### config.mk
export PLATFORM = sky130hd
export DESIGN_NAME = img_compare_engine
export DESIGN_NICKNAME = d
export VERILOG_FILES = /design/src/rtl/img_cmp_pkg.sv /design/src/rtl/pix_ram.sv /design/src/rtl/img_compare_engine.sv
export SDC_FILE = /design/constraint.sdc
export NUM_CORES = 1
export LEC_CHECK = 0
export ABC_AREA = 1
export BUFFER_PORTS_ARGS = -buffer_cell sky130_fd_sc_hd__buf_2
export CAP_MARGIN = 20
export CORE_MARGIN = 4
export CORE_UTILIZATION = 35
export DETAILED_ROUTE_END_ITERATION = 16
export PLACE_DENSITY = 0.5
export REMOVE_ABC_BUFFERS = 1
export SLEW_MARGIN = 10
export SYNTH_ARGS = -nofsm -noshare
export SYNTH_HDL_FRONTEND = slang
export SYNTH_SLANG_ARGS = --single-unit
export TNS_END_PERCENT = 30
### constraint.sdc
create_clock -name clk50 -period 11.1 [get_ports clk50]
set_clock_uncertainty 0.2 [all_clocks]
set_input_delay 1.11 -clock clk50 [delete_from_list [all_inputs] [get_ports clk50]]
set_output_delay 1.11 -clock clk50 [all_outputs]
set_load 0.01 [all_outputs]
### src/rtl/img_cmp_pkg.sv
// Shared definitions for the image compare engine: compare-mode codes and FSM encoding.
package img_cmp_pkg;

   localparam logic [2:0] MODE_ABSDIFF = 3'd0;
   localparam logic [2:0] MODE_MIN     = 3'd1;
   localparam logic [2:0] MODE_MAX     = 3'd2;
   localparam logic [2:0] MODE_XOR     = 3'd3;
   localparam logic [2:0] MODE_MASK    = 3'd4;

   typedef enum logic [1:0] {
      IDLE  = 2'd0,
      RUN   = 2'd1,
      DRAIN = 2'd2,
      DONE  = 2'd3
   } state_t;

endpackage

### src/rtl/pix_ram.sv
// Simple dual-port pixel RAM: synchronous write, registered read.
module pix_ram #(
   parameter int DEPTH = 16,
   parameter int PW    = 24,
   parameter int AW    = $clog2(DEPTH)
)(
   input  logic          clk,
   input  logic          rst,
   input  logic          we,
   input  logic [AW-1:0] waddr,
   input  logic [PW-1:0] wdata,
   input  logic [AW-1:0] raddr,
   output logic [PW-1:0] rdata
);

   logic [PW-1:0] mem [DEPTH];

   always_ff @(posedge clk) begin
      if (we) mem[waddr] <= wdata;
   end

   // Only the output register is cleared; the array contents survive reset.
   always_ff @(posedge clk or posedge rst) begin
      if (rst) rdata <= '0;
      else     rdata <= mem[raddr];
   end

endmodule

### src/rtl/img_compare_engine.sv
// Two-buffer pixel compare engine: self-sequenced read of A/B, per-channel ALU,
// result buffer write and thresholded difference count.
module img_compare_engine
   import img_cmp_pkg::*;
#(
   parameter int DEPTH = 16,
   parameter int CH    = 3,
   parameter int CW    = 8,
   parameter int AW    = $clog2(DEPTH),
   localparam int PW   = CH * CW
)(
   input  logic          clk50,
   input  logic          reset,
   input  logic          wr_en,
   input  logic          wr_sel,
   input  logic [AW-1:0] wr_addr,
   input  logic [PW-1:0] wr_data,
   input  logic          start,
   input  logic [2:0]    mode,
   input  logic [CW-1:0] threshold,
   output logic          busy,
   output logic          done,
   output logic [AW:0]   diff_count,
   input  logic [AW-1:0] rd_addr,
   output logic [PW-1:0] rd_data
);

   localparam logic [AW-1:0] LAST = AW'(DEPTH - 1);

   state_t        state_reg, state_next;
   logic [2:0]    mode_reg;
   logic [CW-1:0] thr_reg;
   logic [AW-1:0] ptr_reg;
   logic [AW-1:0] addr1_reg;
   logic          valid1_reg;
   logic [AW:0]   diff_count_reg;
   logic          busy_reg;
   logic          done_reg;

   logic [PW-1:0] a_q, b_q;
   logic [PW-1:0] alu_pix, res_pix;
   logic [CH-1:0] exceed;

   logic load_ok;
   assign load_ok = wr_en && !busy_reg;

   pix_ram #(.DEPTH(DEPTH), .PW(PW), .AW(AW)) u_ram_a (
      .clk(clk50), .rst(reset), .we(load_ok && !wr_sel), .waddr(wr_addr),
      .wdata(wr_data), .raddr(ptr_reg), .rdata(a_q)
   );

   pix_ram #(.DEPTH(DEPTH), .PW(PW), .AW(AW)) u_ram_b (
      .clk(clk50), .rst(reset), .we(load_ok && wr_sel), .waddr(wr_addr),
      .wdata(wr_data), .raddr(ptr_reg), .rdata(b_q)
   );

   pix_ram #(.DEPTH(DEPTH), .PW(PW), .AW(AW)) u_ram_res (
      .clk(clk50), .rst(reset), .we(valid1_reg), .waddr(addr1_reg),
      .wdata(res_pix), .raddr(rd_addr), .rdata(rd_data)
   );

   for (genvar gi = 0; gi < CH; gi++) begin : g_ch
      logic [CW-1:0] a, b, absd;
      assign a    = a_q[gi*CW +: CW];
      assign b    = b_q[gi*CW +: CW];
      assign absd = (a > b) ? (a - b) : (b - a);
      assign exceed[gi] = absd > thr_reg;
      assign alu_pix[gi*CW +: CW] = (mode_reg == MODE_MIN) ? ((a < b) ? a : b) :
                                    (mode_reg == MODE_MAX) ? ((a > b) ? a : b) :
                                    (mode_reg == MODE_XOR) ? (a ^ b) : absd;
   end

   assign res_pix = (mode_reg == MODE_MASK) ? {PW{|exceed}} : alu_pix;

   always_comb begin
      state_next = state_reg;
      case (state_reg)
         IDLE:  if (start) state_next = RUN;
         RUN:   if (ptr_reg == LAST) state_next = DRAIN;
         DRAIN: state_next = DONE;
         DONE:  state_next = IDLE;
         default: state_next = IDLE;
      endcase
   end

   // busy spans the registered done pulse, which follows the DONE state by one cycle.
   always_ff @(posedge clk50 or posedge reset) begin
      if (reset) begin
         state_reg      <= IDLE;
         mode_reg       <= MODE_ABSDIFF;
         thr_reg        <= '0;
         ptr_reg        <= '0;
         addr1_reg      <= '0;
         valid1_reg     <= 1'b0;
         diff_count_reg <= '0;
         busy_reg       <= 1'b0;
         done_reg       <= 1'b0;
      end else begin
         state_reg  <= state_next;
         busy_reg   <= (state_next != IDLE) || (state_reg == DONE);
         done_reg   <= (state_reg == DONE);
         valid1_reg <= (state_reg == RUN);
         addr1_reg  <= ptr_reg;
         if (state_reg == IDLE && start) begin
            mode_reg       <= mode;
            thr_reg        <= threshold;
            ptr_reg        <= '0;
            diff_count_reg <= '0;
         end else begin
            if (state_reg == RUN) ptr_reg <= ptr_reg + 1'b1;
            if (valid1_reg && (|exceed)) diff_count_reg <= diff_count_reg + 1'b1;
         end
      end
   end

   assign busy       = busy_reg;
   assign done       = done_reg;
   assign diff_count = diff_count_reg;

endmodule

# Yosys cells after proc, flatten, opt, wreduce, memory -nomap -nowiden
# Memories as Yosys holds them, arrays and structs flattened. A register that Yosys moved wholly into a read port is not among the register bits.
# Cells that the tools add are included.
# totals
out_inout_bits	31
ramBits	1152
input_bits	48
register_bits	29
n_memories	3
# classes
n_bitwise	3
reduce_logical	13
add_sub_neg	8
order_cmp	9
eq_ne	8
n_mux	32
# mem_list
memory	depth	width	rd	rd_ports_with_merged_regs	wr	line_no	text
u_ram_a.mem	16	24	1	1	1	pix_ram.sv:16	logic [PW-1:0] mem [DEPTH];
u_ram_b.mem	16	24	1	1	1	pix_ram.sv:16	
u_ram_res.mem	16	24	1	1	1	pix_ram.sv:16	
# op_table
operator	count
8-bit 2-to-1 mux	18
8-bit > comparator	6
8-bit subtractor	6
8-bit less-than comparator	3
24-bit 2-to-1 mux	1
8-bit bitwise XOR	3
5-bit 2-to-1 mux	2
4-bit 2-to-1 mux	2
2-bit case mux with 4 select lines	1
3-bit by 2-bit == test with 1-bit output, second input constant	2
1-bit 2-to-1 mux	6
2-bit nonzero test	3
5-bit by 1-bit adder with 5-bit output, second input constant	1
1-bit logical AND	5
4-bit by 1-bit adder with 4-bit output, second input constant	1
2-bit == test, second input constant	2
4-bit == test, second input constant	1
2-bit 2-to-1 mux	2
3-bit by 1-bit == test with 1-bit output, second input constant	1
3-bit == test, second input constant	1
3-bit OR reduction	1
2-bit by 1-bit == test with 1-bit output, second input constant	1
1-bit zero test	2
2-bit zero test	1
1-bit logical OR	1

# Longest topological paths before layout
# Gate-level depths: netlist (run 1).
# depth
ltp_word	7
mapped_depth	25

# By module
# From an unflattened synthesis (run 1), not the netlist that was laid out.
# hier_totals
cells_unflattened	5830
hier_area_um2	57151.1
# by_module_without_submodules
mod	seq_area_each_um2	area_each_um2	cells_each	instances
pix_ram	12131.6	17068.9	1598	3
img_compare_engine	725.7	5944.5	1036	1

# Least setup slack after synthesis (run 1)
# No wires, ideal clock.
# synth_timing
path_kind	flip-flop to flip-flop
from	register u_ram_a.rdata[8], read port of u_ram_a.mem
to	memory u_ram_res.mem[0][10], data pin
t_required_ps	10576
stages_incl_launch_ff	23
t_arrival_ps	3226
path_slack_ps	7350
cell_sequence	dfrtp_1 -> inv_1 -> ha_1 -> inv_1 -> fa_1 -> nand2_1 -> nand2_2 -> nand2_2 -> nand2_1 -> nand2_2 -> buf_4 -> nand2_1 -> and2_1 -> ha_1 -> a21oi_1 -> o21ai_0 -> nand2_1 -> nand2_1 -> o21ai_0 -> nand3_1 -> nand2_1 -> clkbuf_1 -> nand2_1
# synth_via
elab_chain_cells	6
# synth_rtl
element	line_no	text
start, declared	pix_ram.sv:13	output logic [PW-1:0] rdata
parallel branches: the longest is 5 deep, another holds 8-bit subtractor	--	
24-bit 2-to-1 mux *	img_compare_engine.sv:73	assign res_pix = (mode_reg == MODE_MASK) ? {PW{|exceed}} : alu_pix;
net res_pix[10]	img_compare_engine.sv:41	logic [PW-1:0] alu_pix, res_pix;
end, declared	pix_ram.sv:16	
# Mark *: on every way through the listed nets, which the timed path passes.

# Final worst setup path (run 1)
# layout_timing
from	register u_ram_a.rdata[8], read port of u_ram_a.mem
to	memory u_ram_res.mem[3][16], data pin
# layout_via
elab_chain_cells	5
# layout_rtl
element	line_no	text
8-bit subtractor or 8-bit > comparator (tied branches)	img_compare_engine.sv:66	assign absd = (a > b) ? (a - b) : (b - a);
8-bit 2-to-1 mux *	img_compare_engine.sv:66	
8-bit > comparator *	img_compare_engine.sv:67	assign exceed[gi] = absd > thr_reg;
3-bit OR reduction *	img_compare_engine.sv:73	
24-bit 2-to-1 mux *	img_compare_engine.sv:73	
net res_pix[16]	img_compare_engine.sv:41	
# Mark *: on every way through the listed nets, which the timed path passes. The rest lies on a longest branch.

==> results.json, run 1 <==
{
  "reg_top3": "u_ram_a.mem: 384 flops, u_ram_b.mem: 384 flops, u_ram_res.mem: 384 flops",
  "synth-seq-area-share_pct": 70.4,
  "pwr-share-comb_pct": 37.5,
  "core_um2": 150000,
  "area_growth_pct": 13.6,
  "synthCells": 4192,
  "holdBufCountCts": 0,
  "cts_tree": "done",
  "ys_types": 44,
  "setup_violations": 0,
  "root_buffer": "clkbuf_16",
  "timing.hold.ws_ns": 0.167,
  "status": "finished, final reports clean",
  "cp_max_fo": 24,
  "synth_seq_cells": 1253,
  "via_count": 32365,
  "grt-busiest-layer": "met2",
  "synth-simple-area-share_pct": 9.81,
  "drtIter0Drc": 2428,
  "yosys.area_share.adder_pct": 1.91,
  "switching_share_pct": 39.2,
  "cts_setup_buffers": 0,
  "drt_wl_total_um": 139000,
  "cts-buffers-inserted": 137,
  "ys_async_sr_fraction_pct": 8.06,
  "synthesis.area_um2": 52700,
  "routedWlPerCell_um": 21.9,
  "syn_avg_cell_area_um2": 12.6,
  "cts.sinks": 1253,
  "p_per_area_nw_per_um2": 301,
  "drcViolationCount": 0,
  "cts_resized": 0,
  "seqPwrFrac_pct": 38.6,
  "grt_max_degree": 173,
  "cp_slowest_cell": "nand2_2",
  "crit_path_cell_trace": "inv_1 > ha_1 > inv_1 > fa_1 > nand2_1 > nand2_2 > nand2_2 > nand2_1 > nand2_2 > nand3_1 > nand2_1 > inv_1 > ha_1 > nand2_1 > nor2_1 > nand3_1 > o21ai_0 > nand3_1 > nand2_2 > o21ai_1",
  "vias_per_cell": 5.09,
  "crit_required_ns": 11.22,
  "start_util_pct": 35.2,
  "final_cells": 6355,
  "gr-usage-met1_pct": 23.0,
  "report.final.slew_viol_count": 0,
  "track_usage_pct": 17.6,
  "max_slew_margin_pct": 25.1,
  "fin_crit_sh_pct": 48.4,
  "hold_viol_final": 0,
  "nNetsFinal": 4351,
  "place_ws_ns": 5.67,
  "min_path_type": "in2async",
  "tns_ns": 0,
  "p_int_w": 0.0110,
  "dp_cells": 6098,
  "grt_pass1_vias": 31551,
  "grtUsageMet2_pct": 29.3,
  "startpoint_type": "flop",
  "antenna_found_initial": 15,
  "vdd_ir_drop_max_mv": 0.158,
  "muxShareOfSynthArea_pct": 3.04,
  "worstMarginPinSlew_ns": 1.12,
  "synth_xor_area_share_pct": 0.349,
  "cts_max_path_buffers": 3,
  "cp.arrival_ns": 5.50,
  "yosysWarnings": 0,
  "firstDrtPassIters": 5,
  "die_x_um": 396,
  "worst_slack_ns": 5.72,
  "ys.flop_type": "edfxtp_1",
  "fin_crit_ns": 5.38,
  "ant_nets": 0,
  "port_buffers": 78,
  "fmaxAchievable_mhz": 186,
  "dpl.hpwl_um": 77200,
  "clock_power_share_pct": 23.8,
  "die-area_um2": 157000,
  "synth_compound_area_share_pct": 10.2,
  "rsz0062_at_grt": "no",
  "slowest_delay_ns": 0.63,
  "grt_use_met3_pct": 3.17,
  "synth_top_family_by_area": "compound AO/OA/AOI/OAI gates",
  "p_leak_nw": 21.2,
  "cp-end-kind": "flop",
  "die_h_um": 396,
  "power.switching_w": 0.00707,
  "clk_latency_ns": 0.78,
  "drive_gt1_share_pct": 9.62,
  "place_congestion": 0.822,
  "finalPower_w": 0.0181,
  "ios": 79,
  "overflow": 0,
  "grt_pass1_wl_um": 207000,
  "rows": 142,
  "htree_levels": 4,
  "synth_edf_count": 1152,
  "critical_path_class": "reg2reg",
  "maxCapViolCount": 0,
  "clkSlewWorstSetupHoldPaths_ns": 0.06
}
[synth_stat cells (71+ instances only)]
cell type	instances	area [µm²]
a21oi_1	152	761
clkbuf_1	135	507
dfrtp_1	101	2530
edfxtp_1	1152	34600
ha_1	71	888
inv_1	285	1070
mux2i_1	160	1600
nand2_1	503	1890
nand3_1	183	916
nor2_1	558	2090
o211ai_1	132	991
o21ai_0	369	1850
o32ai_1	128	1120
[placed cells by master, fill, tap and decap left out, drive strengths merged, types with 10 or more instances in the layout]
cell type  netlist  layout
a21oi          154     154
edfxtp        1152    1152
o221ai          64      64
buf            111     143
clkbuf         137     178
o21ai          374     374
ha              71      71
nor2           561     561
nand3          184     184
xor2            15      15
o32ai          128     128
o211ai         132     132
mux2i          160     160
nand2          517     517
clkinv           3      61
nand4           10      10
dfrtp          101     101
inv            287     293
[per-layer routing]
layer  vias up  wire length [µm]
met5         -                21
met1     16062             60500
met2       759             67100
met3       259              6660
li1      15281                 -
met4         4              4720
[layout make-up]
type	instances	area [µm²]
diodes	3	7.51
clock buffers	178	3730
clock inverters	71	536
fillers	14100	89900
inverters	290	1100
multi-input cells	2401	13700
flip-flops and latches	1253	37100
well taps	2016	2520
repair buffers	143	1140
[cells by family after synthesis]
| logic type | after synthesis |
|---|---|
| DFF | 1253 |
| and+or+nand+nor | 1282 |
| buffers and inverters | 538 |
| xor gates and xnor gates | 21 |
| adders and majority gates | 77 |
| AOI/OAI and AO/OA | 861 |
| muxes | 160 |
[through the flow]
step / instance area [µm²] / util (%)
CTS: 59800 / 39.9
detailed placement: 55500 / 37.1
global route: 59900 / 40.0
finish: 59900 / 40.0
floorplan: 51600 / -
global placement: 55300 / 36.9
[final timing paths]
kind / startpoint / to / slack [ns] / depth (start not counted)
worst max-delay path: u_ram_a.rdata[8] / u_ram_res.mem[3][16] / 5.72 / 20
worst min-delay path: reset / done / 0.17 / 2
worst max register to register: u_ram_a.rdata[8] / u_ram_res.mem[3][16] / 5.72 / 20
worst min register to register: ptr_reg[2] / addr1_reg[2] / 0.27 / 0
max in group asynchronous: reset / ptr_reg[2] / 9.31 / 3
min in group clk50: ptr_reg[2] / addr1_reg[2] / 0.27 / 0
[power by group through the flow]
stage	registers, W	clock network [W]	logic (W)
2_1_floorplan	0.00722	0	0.00433
3_3_place_gp	0.00706	0	0.00678
3_5_place_dp	0.00707	0	0.00680
4_1_cts	0.00698	0.00441	0.00682
5_1_grt	0.00703	0.00462	0.00763
6_report	0.00697	0.00430	0.00678
[worst max-delay path, delay by kind of cell, from the launching register on]
kind	cells	cell delay [ns]
AND/OR/NAND/NOR	12	2.54
adder cells (fa/ha/maj)	3	0.86
AO/OA/AOI/OAI	2	0.74
flip-flops	1	0.38
buffers and inverters	3	0.19
(Power assumes the default switching activity.)
==> run 2: changes to the inputs <==
ABC_AREA = 0   (was 1)
PLACE_DENSITY = 0.52   (was 0.5)
clock period = 4.85 ns   (was 11.1 ns; I/O delays follow)
==> run 2 against run 1 <==
Compared with the run above:
- the flow now finishes with violations (setup timing)
- clock power increased by 130%
- sequential share of layout area decreased by 0.25 points
- final cell count decreased by 24%
- sequential cell count unchanged
- global-route usage about the same
- setup slack got worse by 5.8 ns
- clock-buffer cell count decreased by 5
- fmax increased by 8.3%
- power increased to 2.6 times the previous value
- routed wire length decreased by 4.2%
- non-clock buffer count increased by 209
- highest routed layer is now met4
==> results.json, run 2 <==
{
  "start_util_pct": 35.2,
  "die_x_um": 388,
  "fin_crit_ns": 4.96,
  "area_growth_pct": 19.1,
  "tns_ns": -5.91,
  "min_from": "wr_data[9]",
  "max_slew_margin_pct": 19.5,
  "reg_top3": "u_ram_a.mem: 384 flops, u_ram_b.mem: 384 flops, u_ram_res.mem: 384 flops",
  "startpoint_type": "flop",
  "fmaxAchievable_mhz": 201,
  "routedWlPerCell_um": 27.4,
  "holdPathStages": 1,
  "netlist.top_cell.by_area": "edfxtp_1",
  "core_um2": 143000,
  "ios": 79,
  "synth_seq_cells": 1253,
  "drcViolationCount": 0,
  "cts-buffers-inserted": 134,
  "layout_common_cells": "edfxtp_1, mux4_2, buf_4",
  "track_usage_pct": 17.6,
  "overflow": 0,
  "ys.flop_type": "edfxtp_1",
  "reg2reg_to": "u_ram_res.mem[10][1]",
  "clk_latency_ns": 0.77,
  "synth_edf_count": 1152,
  "synthCells": 2486,
  "status": "finished, violations left",
  "reg2regPathDepth": 24,
  "grt_max_degree": 64,
  "cp.arrival_ns": 5.38,
  "worstMarginPinSlew_ns": 1.20,
  "p_per_area_nw_per_um2": 769,
  "crit_required_ns": 5.27,
  "port_buffers": 78,
  "dpl_cell_area_um2": 54900,
  "cp-end-kind": "flop",
  "clkSlewWorstSetupHoldPaths_ns": 0.06,
  "nNetsFinal": 2968,
  "syn_avg_cell_area_um2": 20.3,
  "r2r-start": "u_ram_a.rdata[0]",
  "p_leak_nw": 19.9,
  "die-area_um2": 150000,
  "place_congestion": 0.842,
  "ant_nets": 0,
  "cp_max_fo": 8,
  "report.final.slew_viol_count": 0,
  "whs_endpoint": "u_ram_a.mem[4][9]",
  "regArea_um2": 37100,
  "vias_per_cell": 5.34,
  "worst_slack_ns": -0.114,
  "grt_pass1_wl_um": 193000,
  "cts.sinks": 1253,
  "ys_async_sr_fraction_pct": 8.06,
  "via_count": 25933,
  "cts_max_path_buffers": 3,
  "fin_crit_sh_pct": 102,
  "fill_cells": 12595,
  "synthesis.area_um2": 50500,
  "post-route-util_pct": 41.9,
  "cts_tree": "done",
  "critical_path_class": "reg2reg",
  "drt_wl_total_um": 133000,
  "die_h_um": 388,
  "root_buffer": "clkbuf_16",
  "maxCapViolCount": 0,
  "dpl.hpwl_um": 80300,
  "synth.top_cells.by_count": "edfxtp_1, mux4_2, dfrtp_1, nor2_1, clkbuf_1",
  "drive_gt1_share_pct": 33.3,
  "min_path_type": "in2reg",
  "vdd_ir_drop_max_mv": 0.617,
  "yosysWarnings": 0,
  "hold_viol_final": 0,
  "synth_top_area_share_pct": 68.5,
  "rows": 139,
  "grt_pass1_vias": 27362,
  "yosysMostFrequentCell": "edfxtp_1",
  "firstDrtPassIters": 5,
  "mostFrequentLayoutCell": "edfxtp_1",
  "synth-seq-area-share_pct": 73.5,
  "violations": "setup timing",
  "drtIter0Drc": 2460,
  "ys_types": 78,
  "rsz0062_at_grt": "yes",
  "multiInputGateArea_um2": 13300,
  "antenna_found_initial": 9,
  "htree_levels": 4,
  "design_area_um2": 60100,
  "yosys-top-cells-area": "edfxtp_1, mux4_2, dfrtp_1, ha_1, a21oi_1",
  "setup_violations": 100,
  "ff2ff_setup_slack_ns": -0.11
}
run 2: changes by cell type after synthesis, moves of 45 or more:
cell      previous run  this run
inv_1              285        73
o32ai_1            128         1
o211ai_1           132        11
o21ai_0            369        59
nand2_1            503        87
mux2i_1            160        24
buf_2               61        16
nor2_1             558        98
a21oi_1            152        74
o221ai_1            64         9
nand3_1            183        23
clkbuf_1           135        89
mux4_2               0       360
run 2: repair_timing:
action                     in CTS  in global routing
resized for setup              55                 54
setup buffers                  10                  6
hold endpoints to repair      642                  0
setup endpoints to repair     384                389
hold buffers                   33                  0
cloned                          8                  4
pin swaps                      22                 11
run 2: layout make-up:
cell class | count | area share (%)
clock buffers | 173 | 5.94
inverters | 74 | 0.470
repair buffers | 352 | 4.68
flip-flops and latches | 1253 | 61.7
well taps | 1903 | 3.96
clock inverters | 69 | 1.15
multi-input cells | 1028 | 22.1
diodes | 3 | 0.0125
run 2: metal layers:
layer / share of wire (%) / vias to the layer above / track usage [%]
li1: - / 10972 / -
met1: 44 / 13988 / 24.6
met2: 48 / 763 / 28.4
met3: 5.2 / 210 / 2.96
met4: 2.5 / 0 / 5.27
met5: 0 / - / 0
run 2: worst max-delay path, stage by stage, from the launching register on:
cell and delay, ns:
dfrtp_1 0.38, inv_2 0.08, ha_4 0.13, inv_2 0.04, fa_2 0.36, a21oi_4 0.16, o211ai_4 0.11, a21oi_4 0.20
buf_6 0.12, nor2_4 0.04, mux2_4 0.32, or4_4 0.49, and2_4 0.19, ha_4 0.28, nand2_1 0.07, o21ai_2 0.14
nand2b_1 0.12, o21ai_1 0.07, o2111ai_1 0.19, buf_4 0.18, buf_4 0.12, nor2_1 0.04, or4_4 0.49, o2111ai_4 0.13
buf_6 0.18
run 2: metrics by stage:
stage	setup slack, ns	total power, W	std cells	hold slack, ns
2_1_floorplan	-4.00	0.0265	2353	0.295
3_3_place_gp	-0.417	0.0338	4550	0.271
3_5_place_dp	-0.306	0.0342	4550	0.294
4_1_cts	-0.0598	0.0457	4843	0.000628
5_1_grt	-0.358	0.0487	4852	0.0459
6_report	-0.114	0.0463	4855	0.0555
run 2: worst max-delay path by stage:
stage                          start                    end  slack (ns)
floorplan                 ptr_reg[0]       u_ram_a.rdata[0]       -4.00
global placement    u_ram_a.rdata[0]  u_ram_res.mem[10][23]       -0.42
detailed placement  u_ram_a.rdata[0]   u_ram_res.mem[4][15]       -0.31
CTS                 u_ram_a.rdata[0]    u_ram_res.mem[9][4]       -0.06
global route        u_ram_b.rdata[0]    u_ram_res.mem[2][4]       -0.36
finish              u_ram_a.rdata[0]   u_ram_res.mem[10][1]       -0.11
run 2: kinds of logic (layout without fill, tap and decap cells):
group / count (synthesis) / after routing / share of synthesized area, %
AOI/OAI and AO/OA: 251 / 253 / 3.25
xor gates and xnor gates: 18 / 18 / 0.312
adders and majority gates: 77 / 77 / 2.00
buffers and inverters: 207 / 668 / 1.62
DFF: 1253 / 1253 / 73.5
muxes: 392 / 392 / 16.7
other: 0 / 3 / 0
and+or+nand+nor: 288 / 288 / 2.63
run 2: where the power goes:
part	leakage, nW	total, W	switching [W]	internal [W]
registers	11.6	0.0165	0.000875	0.0156
clock network	2.07	0.00992	0.00424	0.00567
logic	6.26	0.0198	0.0110	0.00884
